## src/rtl/hdmi_pattern_gen_multi.sv

```systemverilog
`default_nettype none
// +--------------------------------------------------------------------------+
// | Module      : hdmi_pattern_gen_multi                                     |
// | Description : Multi-mode test-pattern source for the HDMI overlay path.  |
// |               Follows the TX sync/DE timing to track frame, line and     |
// |               pixel position and emits one RGB pixel per clock with       |
// |               sync/DE delayed two clocks to stay aligned.                |
// | Ports       : HDMI_TX_CLK  - pixel clock (rising edge)                   |
// |               reset_n      - synchronous active-low reset                |
// |               HDMI_TX_VS/HS/DE - incoming timing                         |
// |               mode         - pattern select, taken at frame start        |
// |               pause        - hold the frame counter                      |
// |               solid_rgb    - {R,G,B} for the solid pattern               |
// |               ppe_red/green/blue, ppe_de/hs/vs - aligned pixel output    |
// |               frame_cnt    - current frame counter                       |
// | Revision    : 1.0 - initial release                                      |
// +--------------------------------------------------------------------------+
module hdmi_pattern_gen_multi #(
  parameter int COLOR_W     = 8,
  parameter int H_ACTIVE    = 640,
  parameter int V_ACTIVE    = 480,
  parameter int RAMP_MAX    = 255,
  parameter int CHECK_SHIFT = 4
) (
  input  logic                   HDMI_TX_CLK,
  input  logic                   reset_n,
  input  logic                   HDMI_TX_VS,
  input  logic                   HDMI_TX_HS,
  input  logic                   HDMI_TX_DE,
  input  logic [2:0]             mode,
  input  logic                   pause,
  input  logic [3*COLOR_W-1:0]   solid_rgb,
  output logic [COLOR_W-1:0]     ppe_red,
  output logic [COLOR_W-1:0]     ppe_green,
  output logic [COLOR_W-1:0]     ppe_blue,
  output logic                   ppe_de,
  output logic                   ppe_hs,
  output logic                   ppe_vs,
  output logic [COLOR_W-1:0]     frame_cnt
);

  // Position counters are wide enough for the active area and for the bits
  // the gradient and checker patterns pick out of them.
  localparam int XB  = $clog2(H_ACTIVE);
  localparam int XB2 = (XB > COLOR_W) ? XB : COLOR_W;
  localparam int XW  = (XB2 > CHECK_SHIFT) ? XB2 : CHECK_SHIFT + 1;
  localparam int YB  = $clog2(V_ACTIVE);
  localparam int YB2 = (YB > COLOR_W) ? YB : COLOR_W;
  localparam int YW  = (YB2 > CHECK_SHIFT) ? YB2 : CHECK_SHIFT + 1;

  localparam logic [XW-1:0]      c_X_LAST   = XW'(H_ACTIVE - 1);
  localparam logic [YW-1:0]      c_Y_LAST   = YW'(V_ACTIVE - 1);
  localparam logic [COLOR_W-1:0] c_RAMP_MAX = COLOR_W'(RAMP_MAX);
  localparam logic [COLOR_W-1:0] c_FULL     = '1;

  localparam logic [2:0] c_MODE_SOLID  = 3'd0;
  localparam logic [2:0] c_MODE_RAMP   = 3'd1;
  localparam logic [2:0] c_MODE_BARS   = 3'd2;
  localparam logic [2:0] c_MODE_CHECK  = 3'd3;
  localparam logic [2:0] c_MODE_HGRAD  = 3'd4;
  localparam logic [2:0] c_MODE_VGRAD  = 3'd5;

  // Stage-1 state
  logic              r_de_d1, r_hs_d1, r_vs_d1;
  logic [XW-1:0]     r_x, r_s1_x;
  logic [YW-1:0]     r_y, r_s1_y;
  logic [2:0]        r_bar, r_s1_bar;
  logic [2:0]        r_mode;

  logic              w_frame_start, w_line_end;
  logic [XW-1:0]     w_x_inc;
  logic [7:1]        w_bar_hit;

  assign w_frame_start = r_vs_d1 & ~HDMI_TX_VS;
  assign w_line_end    = r_de_d1 & ~HDMI_TX_DE;
  assign w_x_inc       = (r_x == c_X_LAST) ? r_x : r_x + 1'b1;

  // Bar boundaries are fixed at elaboration; the bar index steps in the
  // same cycle x lands on a boundary so both describe the same pixel.
  for (genvar k = 1; k < 8; k++) begin : g_bar
    assign w_bar_hit[k] = (w_x_inc == XW'(k * H_ACTIVE / 8));
  end

  always_ff @(posedge HDMI_TX_CLK) begin
    if (!reset_n) begin
      r_de_d1   <= 1'b0;
      r_hs_d1   <= 1'b0;
      r_vs_d1   <= 1'b0;
      r_x       <= '0;
      r_y       <= '0;
      r_bar     <= '0;
      r_s1_x    <= '0;
      r_s1_y    <= '0;
      r_s1_bar  <= '0;
      r_mode    <= c_MODE_SOLID;
      frame_cnt <= '0;
    end else begin
      r_de_d1  <= HDMI_TX_DE;
      r_hs_d1  <= HDMI_TX_HS;
      r_vs_d1  <= HDMI_TX_VS;
      // Stage-1 snapshot holds the position of the pixel on the inputs now.
      r_s1_x   <= r_x;
      r_s1_y   <= r_y;
      r_s1_bar <= r_bar;

      if (w_line_end) begin
        r_x   <= '0;
        r_bar <= '0;
      end else if (HDMI_TX_DE) begin
        r_x <= w_x_inc;
        if (|w_bar_hit) begin
          r_bar <= r_bar + 3'd1;
        end
      end

      // Frame start has priority over the line-end increment of y.
      if (w_frame_start) begin
        r_y    <= '0;
        r_mode <= mode;
        if (!pause) begin
          frame_cnt <= (frame_cnt == c_RAMP_MAX) ? '0 : frame_cnt + 1'b1;
        end
      end else if (w_line_end && (r_y != c_Y_LAST)) begin
        r_y <= r_y + 1'b1;
      end
    end
  end

  // Stage-2 pattern selection
  logic [COLOR_W-1:0] w_r, w_g, w_b, w_vgrad, w_ramp_gb;
  logic               w_check;

  assign w_vgrad   = r_s1_y[COLOR_W-1:0] + frame_cnt;
  assign w_ramp_gb = frame_cnt - 1'b1;
  assign w_check   = r_s1_x[CHECK_SHIFT] ^ r_s1_y[CHECK_SHIFT] ^ frame_cnt[0];

  always_comb begin
    w_r = '0;
    w_g = '0;
    w_b = '0;
    if (r_de_d1) begin
      case (r_mode)
        c_MODE_SOLID: begin
          w_r = solid_rgb[3*COLOR_W-1:2*COLOR_W];
          w_g = solid_rgb[2*COLOR_W-1:COLOR_W];
          w_b = solid_rgb[COLOR_W-1:0];
        end
        c_MODE_RAMP: begin
          w_r = frame_cnt;
          w_g = w_ramp_gb;
          w_b = w_ramp_gb;
        end
        c_MODE_BARS: begin
          w_r = {COLOR_W{~r_s1_bar[1]}};
          w_g = {COLOR_W{~r_s1_bar[2]}};
          w_b = {COLOR_W{~r_s1_bar[0]}};
        end
        c_MODE_CHECK: begin
          w_r = w_check ? c_FULL : '0;
          w_g = w_check ? c_FULL : '0;
          w_b = w_check ? c_FULL : '0;
        end
        c_MODE_HGRAD: begin
          w_r = r_s1_x[COLOR_W-1:0];
          w_g = r_s1_x[COLOR_W-1:0];
          w_b = r_s1_x[COLOR_W-1:0];
        end
        c_MODE_VGRAD: begin
          w_r = w_vgrad;
          w_g = w_vgrad;
          w_b = w_vgrad;
        end
        default: begin
          w_r = '0;
          w_g = '0;
          w_b = '0;
        end
      endcase
    end
  end

  always_ff @(posedge HDMI_TX_CLK) begin
    if (!reset_n) begin
      ppe_red   <= '0;
      ppe_green <= '0;
      ppe_blue  <= '0;
      ppe_de    <= 1'b0;
      ppe_hs    <= 1'b0;
      ppe_vs    <= 1'b0;
    end else begin
      ppe_red   <= w_r;
      ppe_green <= w_g;
      ppe_blue  <= w_b;
      ppe_de    <= r_de_d1;
      ppe_hs    <= r_hs_d1;
      ppe_vs    <= r_vs_d1;
    end
  end

  // Upper position bits only matter for counting, not for any pattern.
  logic w_unused;
  assign w_unused = ^{r_s1_x, r_s1_y};

endmodule
`default_nettype wire

```

## config.mk

```make
export PLATFORM = sky130hd
export DESIGN_NAME = hdmi_pattern_gen_multi
export DESIGN_NICKNAME = d
export VERILOG_FILES = /design/src/rtl/hdmi_pattern_gen_multi.sv
export SDC_FILE = /design/constraint.sdc
export NUM_CORES = 1
export LEC_CHECK = 0
export CAP_MARGIN = 20
export CORE_MARGIN = 4
export CORE_UTILIZATION = 50
export DETAILED_ROUTE_END_ITERATION = 10
export GPL_ROUTABILITY_DRIVEN = 0
export PLACE_DENSITY_LB_ADDON = 0.05
export SLEW_MARGIN = 30
export SYNTH_ARGS = -nofsm -noshare
export SYNTH_HDL_FRONTEND = slang
export SYNTH_SLANG_ARGS = --single-unit
```

## constraint.sdc

```tcl
create_clock -name HDMI_TX_CLK -period 2.5 [get_ports HDMI_TX_CLK]
set_input_delay 0.75 -clock HDMI_TX_CLK [delete_from_list [all_inputs] [get_ports HDMI_TX_CLK]]
set_output_delay 0.75 -clock HDMI_TX_CLK [all_outputs]
set_load 0.05 [all_outputs]
```

==> impl_metrics.csv, run 1 <==
group,metric,value,unit
global_route,grt_use_total,0.216,
drt,drc,0,
timing,post-route-min-period,2320,ps
outcome,status,"completed",
critical_path,end_kind,"flip-flop",
logic_synthesis,synth-xor-area-share,0.0643,
die,row_count,33,
timing,relSlewSlack,0.511,
timing,maxSlewViolCount,0,
final_layout,fill_cells,725,
pwr,power,2.63,mW
clock_tree,root_buffer,"clkbuf_8",
drt,drtAntennaViolNets,0,
pwr,vdd_drop_max,0.000320,V
clock_tree,cts.reportedPaths.clkPinSlew,90,ps
clock_tree,clkLatencyLatePin,360,ps
clock_tree,cts_tree,"done",
logic_synthesis,synth_top_family_by_area,"simple AND/OR/NAND/NOR gates",
die,core_area,8220,um^2
placed_design,dp_hpwl,7.94,mm
timing,rsz0062_at_grt,"false",
global_route,antenna_found_initial,0,
drt,first_pass_iters,5,
critical_path,crit_fanout,3,
final_layout,seqCellArea,1640,um^2
timing,tightestPinTransition,726,ps
logic_synthesis,syn_area_per_cell,8.40,um^2
logic_synthesis,synth_cell_types,59,
job,max_cap_violations,0,
timing,setup_viol,0,
global_route,gr-total-overflow,0,
logic_synthesis,ys_top_cells_by_area,"dfxtp_1 (39%), a21oi_1 (5.8%), and2_1 (4.9%)",
global_route,grt_first_pass_wirelength,17.4,mm
min_path,hold_path.class,"flip-flop to flip-flop",
logic_synthesis,synth_top_area_share,0.389,
clock_tree,post_cts_buffers,0,
timing,clock.fmax,0.431,GHz
timing,fin_crit_sh,0.928,
logic_synthesis,ys_ff_latch,82,
logic_synthesis,synth_async_sr_flop_share,0,
timing,hold_viol,0,
logic_synthesis,synth-compound-area-share,0.200,
critical_path,cp.required,2740,ps
global_route,grt_max_degree,42,
logic_synthesis,yosys.area.top_type,"dfxtp_1",
final_layout,area_delta_synth_final,25.9,%
die,fp.dieW,99.9,um
placed_design,io_buffers,67,
logic_synthesis,synth_edf_count,0,
clock_tree,cts.sink_count,82,
drt,viasPerCell,5.50,
global_route,grt_pass1_vias,3578,
die,die_h,99.9,um
pwr,power_per_cell_area,495,nW/um^2
pwr,p_leak,2.05,nW
final_layout,final_area,5320,um^2
clock_tree,htree_levels,3,
timing,setup_ws,180,ps
placed_design,place_area,5120,um^2
final_layout,layout-drive-gt1-share,0.104,
die,pin_count,68,
drt,vias,3797,
drt,drt-total-wl,10.5,mm
final_layout,num-nets-final,627,
die,dieArea,9980,um^2
logic_synthesis,ys_warn_count,0,
critical_path,worstSetupPathType,"flip-flop to flip-flop",
logic_synthesis,muxShareOfSynthArea,0.0293,
timing,fin_setup_tns,0,ps
clock_tree,ctsHoldBuffers,0,
logic_synthesis,ys_seq_area_frac,0.389,
drt,drt-wirelength-per-cell,15.3,um
critical_path,start_kind,"flip-flop",
logic_synthesis,ys.flop_type,"dfxtp_1",
final_layout,multi_input_area,2420,um^2
logic_synthesis,synthAdderAreaFrac,0.0403,
placed_design,place_ws,-12.1,ps
logic_synthesis,syn_area,4220,um^2
logic_synthesis,synth_nets,549,
logic_synthesis,synth-simple-area-share,0.238,
clock_tree,clock_path_buffers,2,
die,floorplan.initialDensity,0.514,
final_layout,diodes,0,
timing,skew,11.1,ps
clock_tree,cts_buffers,9,
drt,drt-initial-drc-count,119,
logic_synthesis,synth_cells,503,
critical_path,cp.arrival,2560,ps
flip-flops by register name, summed over array words and instances, names as in the netlist:
signal,cells
r_vs_d1,1
r_mode,3
r_x,10
r_hs_d1,1
ppe_hs,1
ppe_blue,8
r_bar,3
frame_cnt,8
r_y,9
r_de_d1,1
r_s1_x,8
r_s1_y,8
r_s1_bar,3
ppe_vs,1
ppe_red,8
ppe_de,1
ppe_green,8
final timing paths:
path	to	slack, ps	start	depth (start not counted)
max reg2reg	ppe_green[6]	180	frame_cnt[0]	9
min	ppe_hs	440	r_hs_d1	1
max	ppe_green[6]	180	frame_cnt[0]	9
min reg2reg	ppe_hs	440	r_hs_d1	1
power by group:
part	internal [mW]	leakage (nW)	switching [mW]
Sequential	1.33	0.665	0.0179
Combinational	0.146	1.29	0.178
Clock	0.459	0.0917	0.500
Total	1.94	2.05	0.696
metrics by stage:
step | hold WS, ps | util | std cells
after floorplan | 412 | - | 503
after global routing | 468 | 0.647 | 690
after detailed placement | 423 | 0.624 | 675
after CTS | 442 | 0.647 | 690
after global placement | 415 | 0.624 | 675
final | 437 | 0.647 | 690
cell families after synthesis:
kind of cell / Yosys count
compound gates: 133
mux: 12
xor+xnor: 31
buf+inv: 40
simple gates: 192
fa+ha+maj: 13
flops: 82
layer usage:
layer  vias up  part of all wire  global-route usage  wire length (um)
li1       1938                 -                   -                 -
met1      1748              0.46               0.277              4810
met2       101              0.48               0.364              5060
met3        10             0.052              0.0452               549
met4         0             0.011              0.0662               114
met5         -                 0                   0                 0
cell usage after synthesis, types with 5 or more instances:
cell type / number
nand2b_1: 7
nand2_1: 43
a21oi_1: 49
nor2_1: 38
xnor2_1: 17
nand3_1: 14
o21a_1: 6
clkbuf_1: 20
nor2b_1: 10
dfxtp_1: 82
nor3b_1: 6
ha_1: 12
nor3_1: 11
a31oi_1: 11
inv_1: 11
mux2i_1: 9
and2_1: 33
or3_1: 5
buf_2: 7
o21ai_0: 19
a22oi_1: 7
xor2_1: 14
nand4_1: 9
what timing repair did:
action	in CTS	in global routing
setup endpoints to repair	1	1
resized for setup	1	1
gates cloned	0	0
area by class of cell:
class | instances | share of cell area
Timing Repair Buffer | 96 | 0.167
Clock buffer | 9 | 0.0233
Multi-Input combinational cell | 381 | 0.455
Inverter | 11 | 0.00777
Clock inverter | 6 | 0.0127
Tap cell | 105 | 0.0247
Sequential cell | 82 | 0.309
placed cells by master, fill, tap and decap left out, types with 10 or more instances in the layout:
cell,n
o21ai_0,19
nor3_1,10
a31oi_1,11
a21oi_1,49
nand2_1,43
inv_1,11
xnor2_1,17
nand3_1,14
nor2b_1,10
and2_1,33
clkdlybuf4s50_1,60
ha_1,12
dfxtp_1,82
nor2_1,38
buf_4,33
xor2_1,14
critical path: stages (launching register included):
cell and delay [ps]:
dfxtp_1 320, ha_1 220, fa_1 410, a21o_1 190, a21oi_1 250, o21bai_1 100, a21oi_1 280, or3_1 150
and3_1 210, a21oi_1 90
Note: power is estimated with default switching activity, not from simulation.
==> run 2: changes to the inputs <==
--- a/config.mk
+++ b/config.mk
@@ -7,7 +7,7 @@
 export LEC_CHECK = 0
 export CAP_MARGIN = 20
 export CORE_MARGIN = 4
-export CORE_UTILIZATION = 50
+export CORE_UTILIZATION = 54
 export DETAILED_ROUTE_END_ITERATION = 10
 export GPL_ROUTABILITY_DRIVEN = 0
 export PLACE_DENSITY_LB_ADDON = 0.05
==> impl_metrics.csv, run 2 (synthesis gave the netlist of run 1 again) <==
group,metric,value,unit
die,floorplan.initialDensity,0.570,
timing,relSlewSlack,0.530,
critical_path,r2r_start,"frame_cnt[0]",
clock_tree,cts.reportedPaths.clkPinSlew,80,ps
placed_design,dp_hpwl,7.98,mm
pwr,p_int,1.95,mW
timing,clock.fmax,0.440,GHz
final_layout,stdcell_count,690,
global_route,grt_use_total,0.238,
final_layout,regMostFlops,"r_x",
die,fp.dieW,96.4,um
critical_path,start_kind,"flip-flop",
global_route,grt_first_pass_wirelength,17.1,mm
global_route,grt_max_degree,23,
clock_tree,cts_buffers,9,
clock_tree,cts.sink_count,82,
final_layout,largest_reg_flops,10,
critical_path,cp.arrival,2520,ps
pwr,clkPwrFrac,0.372,
job,max_cap_violations,0,
die,core_area,7410,um^2
min_path,holdPathStages,1,
drt,first_pass_iters,5,
critical_path,end_kind,"flip-flop",
clock_tree,htree_levels,3,
timing,fin_setup_tns,0,ps
global_route,grt_pass1_vias,3692,
die,dieArea,9300,um^2
critical_path,rr_worst_depth,9,
global_route,gr-total-overflow,0,
final_layout,diodes,0,
drt,drt-total-wl,10.6,mm
final_layout,layout.cells.most_common,"dfxtp_1",
pwr,switching_share,0.269,
clock_tree,ctsHoldBuffers,0,
critical_path,cp.required,2750,ps
pwr,pwr-share-seq,0.507,
critical_path,worstSetupPathType,"flip-flop to flip-flop",
die,row_count,31,
final_layout,layout-drive-gt1-share,0.113,
final_layout,num-nets-final,632,
final_layout,finalCoreUtilization,0.722,
min_path,min_from,"r_hs_d1",
timing,post-route-min-period,2270,ps
clock_tree,clkLatencyLatePin,370,ps
placed_design,dp_cells,674,
drt,drc,0,
pwr,p_leak,2.08,nW
pwr,vdd_drop_max,0.000323,V
drt,drtAntennaViolNets,0,
timing,skew,9.65,ps
final_layout,final_area,5350,um^2
outcome,status,"completed",
die,die_h,96.4,um
final_layout,seqCellArea,1640,um^2
drt,drt-wirelength-per-cell,15.3,um
clock_tree,clock_path_buffers,2,
clock_tree,cts_tree,"done",
timing,rsz0062_at_grt,"false",
critical_path,r2r-end,"ppe_blue[6]",
min_path,hold_path.class,"flip-flop to flip-flop",
timing,setup_viol,0,
final_layout,largest_registers,"r_x: 10 flops, r_y: 9 flops",
min_path,holdPathEnd,"ppe_hs",
drt,vias,3925,
global_route,antenna_found_initial,0,
final_layout,area_delta_synth_final,26.7,%
clock_tree,root_buffer,"clkbuf_8",
die,pin_count,68,
final_layout,fill_cells,584,
timing,hold_viol,0,
timing,fin_crit_sh,0.909,
final_layout,multi_input_area,2430,um^2
pwr,combPwrFrac,0.121,
pwr,power_per_cell_area,498,nW/um^2
pwr,power_switching,0.718,mW
timing,tightestPinTransition,702,ps
critical_path,crit_fanout,3,
critical_path,rrSetupSlack,230,ps
drt,viasPerCell,5.69,
final_layout,layout_common_cells,"dfxtp_1 (82), clkdlybuf4s50_1 (61), a21oi_1 (49), nand2_1 (43), buf_4 (39)",
placed_design,io_buffers,67,
timing,maxSlewViolCount,0,
drt,drt-initial-drc-count,175,
placed_design,place_area,5150,um^2
-- run 2: critical path, cell delays in order, from the launching register on --
cell,delay (ps)
dfxtp_1,330
ha_1,220
fa_1,410
a21o_1,200
a21oi_1,230
o21bai_1,90
a21oi_1,280
or3_1,150
and3_1,180
a21oi_1,70
-- run 2: stage by stage --
stage | power (mW) | hold slack (ps) | setup slack [ps]
after global routing | 2.76 | 480 | 57.6
after global placement | 1.70 | 414 | 59.5
final | 2.66 | 448 | 226
after floorplan | 1.57 | 412 | 125
after detailed placement | 1.70 | 423 | 37.1
after CTS | 2.68 | 452 | 39.3
-- run 2: worst max path at each step --
stage                       startpoint           end  slack, ps  cells past startpoint
after detailed placement    HDMI_TX_DE      r_bar[2]         40                      7
after global routing            r_x[2]      r_bar[2]         60                      7
after global placement      HDMI_TX_DE      r_bar[2]         60                      7
final                     frame_cnt[0]   ppe_blue[6]        230                      9
after CTS                 frame_cnt[0]  frame_cnt[0]         40                      2
after floorplan           frame_cnt[0]  ppe_green[6]        120                      9
-- run 2: per-layer routing --
metal,up-vias,share of wire,global-route usage
li1,1952,-,-
met1,1814,0.44,0.290
met2,139,0.47,0.403
met3,20,0.067,0.0488
met4,0,0.021,0.106
met5,-,0,0
-- run 2: final cells by class --
type                            count  area share
Clock buffer                        9      0.0231
Sequential cell                    82       0.307
Multi-Input combinational cell    381       0.454
Tap cell                           99      0.0231
Timing Repair Buffer              101       0.171
Clock inverter                      7      0.0145
Inverter                           11     0.00772
-- run 2: repair_timing --
| action | in CTS | in global routing |
|---|---|---|
| setup buffers | 0 | 0 |
| gates resized for setup | 0 | 1 |
| setup endpoints to repair | 0 | 1 |
-- run 2: power by group through the flow --
stage	Sequential, mW	Combinational (mW)	Clock (mW)
after floorplan	1.43	0.137	0
after global placement	1.38	0.316	0
after global routing	1.35	0.347	1.06
final	1.35	0.322	0.992
after CTS	1.35	0.321	1.01
after detailed placement	1.38	0.320	0
